`src/rtl/cpu_pkg.sv`:
```
// Shared decode definitions for the decode stage: opcode constants,
// instruction field positions, FSM state encoding and the decoded record.
package cpu_pkg;

  localparam logic [5:0] OP_RTYPE = 6'b000000;
  localparam logic [5:0] OP_LW    = 6'b100011;

  // Instruction field bit positions (MIPS32 layout)
  localparam int OPCODE_MSB = 31;
  localparam int OPCODE_LSB = 26;
  localparam int RS_MSB     = 25;
  localparam int RS_LSB     = 21;
  localparam int RT_MSB     = 20;
  localparam int RT_LSB     = 16;
  localparam int RD_MSB     = 15;
  localparam int RD_LSB     = 11;
  localparam int IMM_MSB    = 15;
  localparam int IMM_LSB    = 0;
  localparam int FUNCT_MSB  = 5;
  localparam int FUNCT_LSB  = 0;

  // EMPTY: nothing held; FULL: holding, no hazard; STALL: holding a load
  // that the incoming instruction depends on.
  typedef enum logic [1:0] {
    ST_EMPTY = 2'b00,
    ST_FULL  = 2'b01,
    ST_STALL = 2'b10
  } state_t;

  // Everything the stage hands to execute for one instruction.
  typedef struct packed {
    logic [31:0] op_a;
    logic [31:0] op_b;
    logic [31:0] imm;
    logic [5:0]  opcode;
    logic [5:0]  funct;
    logic [4:0]  rs;
    logic [4:0]  rt;
    logic [4:0]  write_reg;
    logic        mem_read;
  } decoded_t;

  function automatic logic [31:0] sign_extend16(input logic [15:0] imm);
    return {{16{imm[15]}}, imm};
  endfunction

endpackage

```
`src/rtl/hazard_detect.sv`:
```
// Load-use hazard detector: flags an incoming instruction that reads the
// register a held load is about to write. Register 0 never conflicts.
module hazard_detect
  import cpu_pkg::*;
(
  input  logic       in_valid,
  input  logic [4:0] in_rs,
  input  logic [4:0] in_rt,
  input  logic       held_valid,
  input  logic       held_mem_read,
  input  logic [4:0] held_rt,
  output logic       hazard
);

  assign hazard = in_valid && held_valid && held_mem_read &&
                  (held_rt != 5'd0) &&
                  ((held_rt == in_rs) || (held_rt == in_rt));

endmodule

```
`src/rtl/decode_stage.sv`:
```
// MIPS decode stage with valid/ready handshakes on both sides, single-bubble
// load-use interlock and a saturating stall counter.
// Optional feature: define WB_FORWARD_EN to forward the writeback port into
// the operands captured on accept.
module decode_stage
  import cpu_pkg::*;
(
  input  logic        clk,
  input  logic        reset,
  input  logic        InValid,
  input  logic [31:0] Instruction,
  output logic        InReady,
  output logic [4:0]  ReadRegister1,
  output logic [4:0]  ReadRegister2,
  input  logic [31:0] ReadData1,
  input  logic [31:0] ReadData2,
  input  logic        WbWriteSignal,
  input  logic [4:0]  WbWriteRegister,
  input  logic [31:0] WbWriteData,
  input  logic        Flush,
  output logic        OutValid,
  input  logic        OutReady,
  output logic [31:0] OutA,
  output logic [31:0] OutB,
  output logic [31:0] OutImm,
  output logic [5:0]  OutOpcode,
  output logic [5:0]  OutFunct,
  output logic [4:0]  OutRs,
  output logic [4:0]  OutRt,
  output logic [4:0]  OutWriteReg,
  output logic        OutMemRead,
  output logic [15:0] StallCount
);

  state_t      state_r;
  state_t      state_nxt;
  decoded_t    held_r;
  decoded_t    decoded;
  logic [15:0] stall_count_r;
  logic        hazard;
  logic        accept;
  logic        consume;
  logic [4:0]  in_rs;
  logic [4:0]  in_rt;
  logic [5:0]  in_opcode;
  logic [31:0] opnd_a;
  logic [31:0] opnd_b;

  assign in_rs     = Instruction[RS_MSB:RS_LSB];
  assign in_rt     = Instruction[RT_MSB:RT_LSB];
  assign in_opcode = Instruction[OPCODE_MSB:OPCODE_LSB];

  assign ReadRegister1 = in_rs;
  assign ReadRegister2 = in_rt;

  assign OutValid = (state_r != ST_EMPTY);

  hazard_detect u_hazard (
    .in_valid      (InValid),
    .in_rs         (in_rs),
    .in_rt         (in_rt),
    .held_valid    (OutValid),
    .held_mem_read (held_r.mem_read),
    .held_rt       (held_r.write_reg),
    .hazard        (hazard)
  );

  assign InReady = !hazard && (!OutValid || OutReady);
  // Flush wins over accept, so a flushed cycle never captures the input.
  assign accept  = InValid && InReady && !Flush;
  assign consume = OutValid && OutReady;

`ifdef WB_FORWARD_EN
  // Operand select: take the value being written back this cycle when it
  // targets the register being read, otherwise the register-file data.
  always_comb begin
    opnd_a = ReadData1;
    opnd_b = ReadData2;
    if (WbWriteSignal && (WbWriteRegister != 5'd0) && (WbWriteRegister == in_rs)) begin
      opnd_a = WbWriteData;
    end else begin
      opnd_a = ReadData1;
    end
    if (WbWriteSignal && (WbWriteRegister != 5'd0) && (WbWriteRegister == in_rt)) begin
      opnd_b = WbWriteData;
    end else begin
      opnd_b = ReadData2;
    end
  end
`else
  assign opnd_a = ReadData1;
  assign opnd_b = ReadData2;
  logic unused_wb;
  assign unused_wb = ^{WbWriteSignal, WbWriteRegister, WbWriteData};
`endif

  // Field extraction for the instruction currently presented by fetch.
  always_comb begin
    decoded           = '0;
    decoded.op_a      = opnd_a;
    decoded.op_b      = opnd_b;
    decoded.imm       = sign_extend16(Instruction[IMM_MSB:IMM_LSB]);
    decoded.opcode    = in_opcode;
    decoded.funct     = Instruction[FUNCT_MSB:FUNCT_LSB];
    decoded.rs        = in_rs;
    decoded.rt        = in_rt;
    decoded.mem_read  = (in_opcode == OP_LW);
    if (in_opcode == OP_RTYPE) begin
      decoded.write_reg = Instruction[RD_MSB:RD_LSB];
    end else begin
      decoded.write_reg = in_rt;
    end
  end

  // Next-state logic: flush > accept > consume > hold.
  always_comb begin
    state_nxt = state_r;
    case (state_r)
      ST_EMPTY: begin
        if (accept) begin
          state_nxt = ST_FULL;
        end else begin
          state_nxt = ST_EMPTY;
        end
      end
      ST_FULL, ST_STALL: begin
        if (Flush) begin
          state_nxt = ST_EMPTY;
        end else if (accept) begin
          state_nxt = ST_FULL;
        end else if (consume) begin
          state_nxt = ST_EMPTY;
        end else if (hazard) begin
          state_nxt = ST_STALL;
        end else begin
          state_nxt = ST_FULL;
        end
      end
      default: state_nxt = ST_EMPTY;
    endcase
  end

  // State register; reset discards anything held.
  always_ff @(posedge clk) begin
    if (reset) begin
      state_r <= ST_EMPTY;
    end else begin
      state_r <= state_nxt;
    end
  end

  // Output record: loads only on accept, so it is frozen while back-pressured.
  always_ff @(posedge clk) begin
    if (reset) begin
      held_r <= '0;
    end else if (accept) begin
      held_r <= decoded;
    end else begin
      held_r <= held_r;
    end
  end

  // Stall counter: one count per cycle the load-use interlock holds fetch, saturating.
  always_ff @(posedge clk) begin
    if (reset) begin
      stall_count_r <= 16'd0;
    end else if (hazard && (stall_count_r != 16'hFFFF)) begin
      stall_count_r <= stall_count_r + 16'd1;
    end else begin
      stall_count_r <= stall_count_r;
    end
  end

  assign OutA        = held_r.op_a;
  assign OutB        = held_r.op_b;
  assign OutImm      = held_r.imm;
  assign OutOpcode   = held_r.opcode;
  assign OutFunct    = held_r.funct;
  assign OutRs       = held_r.rs;
  assign OutRt       = held_r.rt;
  assign OutWriteReg = held_r.write_reg;
  assign OutMemRead  = held_r.mem_read;
  assign StallCount  = stall_count_r;

endmodule

```
`config.mk`:
```
export PLATFORM = sky130hd
export DESIGN_NAME = decode_stage
export DESIGN_NICKNAME = d
export VERILOG_FILES = /design/src/rtl/cpu_pkg.sv /design/src/rtl/hazard_detect.sv /design/src/rtl/decode_stage.sv
export SDC_FILE = /design/constraint.sdc
export NUM_CORES = 1
export LEC_CHECK = 0
export BUFFER_PORTS_ARGS = -buffer_cell sky130_fd_sc_hd__buf_2
export CAP_MARGIN = 20
export CORE_MARGIN = 3
export CORE_UTILIZATION = 33
export DETAILED_ROUTE_END_ITERATION = 7
export GPL_ROUTABILITY_DRIVEN = 0
export PLACE_DENSITY = 0.67
export SETUP_SLACK_MARGIN = 0.02
export SLEW_MARGIN = 10
export SYNTH_ARGS = -nofsm -noshare
export SYNTH_HDL_FRONTEND = slang
export SYNTH_HIERARCHICAL = 1
export SYNTH_SLANG_ARGS = --single-unit
```
`constraint.sdc`:
```
create_clock -name clk -period 3.8 [get_ports clk]
set_clock_uncertainty 0.05 [all_clocks]
set_input_delay 1.14 -clock clk [delete_from_list [all_inputs] [get_ports clk]]
set_output_delay 1.14 -clock clk [all_outputs]
set_load 0.05 [all_outputs]
```
Yosys cells after proc, flatten, opt, wreduce, memory -nomap -nowiden

Index checks and enable logic that the tools add are counted.

Flip-flop bits (word level): 126
Input bits: 139
Output and inout port bits: 152
Logic and storage cells: 44

Mux-type cells: 7
Reduce and logical (&&, ||, !) cells: 19
Add/sub/neg operators: 1
Equality and inequality tests: 6

Operators by type and width:

| kind                  | number |
|---|---|
| $add 16x1->16 const B | 1 |
| $ne 16x16->1 const B  | 1 |
| $eq 5x5->1            | 2 |
| $logic_and 1x1->1     | 9 |
| $mux 2                | 4 |
| $eq 6x6->1 const B    | 1 |
| $logic_not 6->1       | 1 |
| $mux 5                | 1 |
| $reduce_bool 5->1     | 1 |
| $pmux 2 s2            | 1 |
| $logic_not 1->1       | 3 |
| $eq 2x1->1 const B    | 1 |
| $eq 2x2->1 const B    | 1 |
| $logic_not 2->1       | 1 |
| $logic_or 1x1->1      | 2 |
| $reduce_bool 2->1     | 1 |
| $reduce_or 2->1       | 1 |
| $mux 1                | 1 |

Depth between registers and ports, before layout

Depth in word-level cells: 12
Depth in mapped cells: 13
Depth with buffers taken out: 9

Cells and area by module

The synthesis kept the hierarchy.

Modules (own cells, without submodules):

| module        | instances | sequential area each (µm²) | area an instance (µm²) | cells each |
|---|---|---|---|---|
| decode_stage  | 1         | 2402.3                     | 4750.8                 | 592 |
| hazard_detect | 1         | 0.0                        | 128.9                  | 17 |

Worst setup path before layout

Ideal clock, no wire load.

Path kind: input-to-output
Start point: input port Instruction[23]
End point: output port InReady
Stages on the path: 6
Path buffers: 1
Path slack: 0.503 ns
Required time: 2.610 ns
Data arrival time: 2.107 ns
Path through: xor2_1 -> nor3_1 -> nand3_1 -> a21oi_1 -> buf_2 -> o21ba_2

Cells in the longest elaborated chain, start to end: 5

RTL lines:

| what              | RTL line            | source |
|---|---|---|
| from (decl)       | decode_stage.sv:11  | `input logic [31:0] Instruction,` |
| $eq 5x5->1        | hazard_detect.sv:17 | `((held_rt == in_rs) \|\| (held_rt == in_rt));` |
| $logic_or 1x1->1  | hazard_detect.sv:17 |  |
| $logic_and 1x1->1 | hazard_detect.sv:16 | `(held_rt != 5'd0) &&` |
| net hazard        | decode_stage.sv:40  | `logic hazard;` |
| $logic_not 1->1   | decode_stage.sv:68  | `assign InReady = !hazard && (!OutValid \|\| OutReady);` |
| $logic_and 1x1->1 | decode_stage.sv:68  |  |
| to (decl)         | decode_stage.sv:12  | `output logic InReady,` |

The timed path passes the listed nets, and every way through them passes these cells.

Worst setup path in the final report

Ends and elaborated chain as after synthesis.

==> impl_metrics.json <==
{
  "finalSetupViolCount": 0,
  "design.die.area_mm2": 0.01628,
  "final_common_cell": "buf_2",
  "place_area_mm2": 0.006080,
  "grt_util_met2_pct": 25.80,
  "crit_fanout": 3,
  "place.port_buffers": 252,
  "drc_errors": 0,
  "synth_area_mm2": 0.004880,
  "rsz0062_at_grt": "false",
  "cp-start-kind": "input port",
  "required_ns": 2.61,
  "critPathKind": "in -> out",
  "max_freq_mhz": 276.0,
  "synth.area.top_cells": "dfxtp_1, nand2_1, a21oi_1",
  "cts_tree": "built",
  "vias_per_cell": 4.664,
  "pre_cts_ws_ns": 0.1198,
  "synth_top_area_share_pct": 49.23,
  "grt_pass1_wl_um": 21140,
  "final_cell_area_mm2": 0.006673,
  "hold_path.class": "reg -> reg",
  "grt_usage_pct": 16.22,
  "worstSetupEndpointType": "output port",
  "design.core.area_mm2": 0.01415,
  "synth_top_area_cell": "dfxtp_1",
  "worstPathArrival_ns": 2.43,
  "r2r_cells": 8,
  "min_path_cells": 2,
  "synth-edff-count": 0,
  "grt_pass1_vias": 4186,
  "overflow": 0,
  "hold_violations": 0,
  "diodes": 0,
  "die_x_um": 127.6,
  "die_y_um": 127.6,
  "clock_latency_ns": 0.40,
  "ys_dominant_reg_cell": "dfxtp_1",
  "ios": 291,
  "min_period_ns": 3.623,
  "antenna_found_initial": 0,
  "post-route-period-util_pct": 95.35,
  "htreeDepth": 4,
  "gr-usage-met3_pct": 6.020,
  "dp_hpwl_um": 9731,
  "cpMaxStageDelayCell": "a21oi_1",
  "drtIter0Drc": 257,
  "power.density_mw_per_mm2": 520.3,
  "syn_nets": 751,
  "fin_nets": 963,
  "most-common-layout-cells": "buf_2, nand2_1, dfxtp_1",
  "crit_top_cell": "buf_2",
  "yosysUniqueCellTypes": 41,
  "grt_max_degree": 97,
  "post-route-util_pct": 47.16,
  "syn_inst": 609,
  "postCtsSetupRepairBufs": 0,
  "synth-seq-area-share_pct": 49.23,
  "dr.pass1.iters": 4,
  "drt-wirelength-per-cell_um": 13.61,
  "yosysWarnings": 6,
  "ant_nets": 0,
  "path_clk_slew_ns": 0.05,
  "clock-sinks": 120,
  "drv_cap": 0,
  "start_util_pct": 34.49,
  "peakVddDrop_v": 0.0002397,
  "crit_chain": "buf_2, xor2_1, nor3_1, nand3_1, a21oi_1, o21ba_2, buf_2",
  "setup_slack_ns": 0.1766,
  "maxSlewViolCount": 0,
  "vias": 4715,
  "grt_util_met1_pct": 20.16,
  "clock_path_buffers": 2,
  "tightest_slew_ns": 1.007,
  "postCtsHoldBufs": 0,
  "drive_gt1_share_pct": 35.74,
  "totalWireLength_um": 13760,
  "crit_path_max_incr_delay_ns": 0.27,
  "cts_buffers": 17,
  "p_leak_nw": 3.138,
  "relSlewSlack_pct": 32.86,
  "setup_tns_ns": 0,
  "rows": 43,
  "area_growth_pct": 36.74,
  "cts_resized": 0,
  "grt.busiest_layer": "met2",
  "ys_ff_latch": 120,
  "syn_avg_cell_area_um2": 8.013,
  "async_flop_share_pct": 0,
  "status": "finished clean",
  "cts-root-buf": "clkbuf_16"
}
-- state kept, by name (all words and copies together), names as in the netlist --
register	count
OutImm	16
OutOpcode	6
OutA	32
state_r	2
OutRt	5
StallCount	16
OutB	32
OutWriteReg	5
OutRs	5
OutMemRead	1
-- synthesized netlist by cell type, types with 2 or more instances --
master / count
nor2_1: 21
a21oi_1: 106
a211oi_1: 5
clkbuf_1: 28
ha_1: 3
inv_1: 4
mux2_1: 4
nor2b_1: 4
nand4_1: 6
xor2_1: 8
nor4_1: 4
buf_4: 32
xnor2_1: 4
nand3_1: 8
mux2i_1: 7
or3_1: 3
or4_1: 3
o21ai_0: 2
nand2_1: 202
o41ai_1: 2
nor4_2: 2
buf_2: 8
nor3_1: 5
dfxtp_1: 120
o31ai_1: 2
-- area by class of cell --
class	instances	area (um^2)
multi-input cells	417	2081
clock inverters	8	122.6
flip-flops and latches	120	2402
inverters	4	15.01
repair buffers	261	1356
fillers	1436	7477
well taps	180	225.2
clock buffers	21	470.5
-- worst max-delay path, delay by kind of cell --
| kind | cells | cell delay [ns] |
|---|---|---|
| xor gates and xnor gates | 1 | 0.13 |
| AOI/OAI and AO/OA | 2 | 0.51 |
| buffers and inverters | 2 | 0.34 |
| and+or+nand+nor | 2 | 0.31 |
-- final timing paths --
check	from	endpoint	slack [ns]
worst max-delay path	Instruction[23]	InReady	0.18
worst min-delay path	OutA[12]$_SDFFE_PP0P_	OutA[12]$_SDFFE_PP0P_	0.40
worst max register to register	OutWriteReg[2]$_SDFFE_PP0P_	OutWriteReg[0]$_SDFFE_PP0P_	1.02
worst min register to register	OutA[12]$_SDFFE_PP0P_	OutA[12]$_SDFFE_PP0P_	0.40
-- cells by family after synthesis --
group / share of synthesized area [%]
AOI/OAI and AO/OA: 13.87
adders and majority gates: 0.7693
xor gates and xnor gates: 2.154
muxes: 2.359
DFF: 49.23
and+or+nand+nor: 23.41
buffers and inverters: 8.205
-- where the power goes --
part | switching [W] | leakage [nW] | internal (W)
Sequential | 0.0000298 | 0.979 | 0.00131
Combinational | 0.000387 | 1.88 | 0.000135
Clock | 0.000539 | 0.283 | 0.00107
-- metal layers --
| layer | share of wire (%) | up-vias |
|---|---|---|
| met2 | 47 | 170 |
| met4 | 1.5 | 0 |
| li1 | - | 2425 |
| met3 | 8.9 | 16 |
| met1 | 43 | 2104 |
| met5 | 0 | - |
-- metrics by stage --
stage | hold slack [ns] | cells | total power, W
after floorplan | 0.5669 | 609 | 0.001753
final | 0.3983 | 1011 | 0.003472
after detailed placement | 0.3934 | 982 | 0.001896
after CTS | 0.4008 | 1011 | 0.003527
after global routing | 0.4119 | 1011 | 0.003618
after global placement | 0.3883 | 982 | 0.001892
Note: power is estimated with default switching activity, not from simulation.
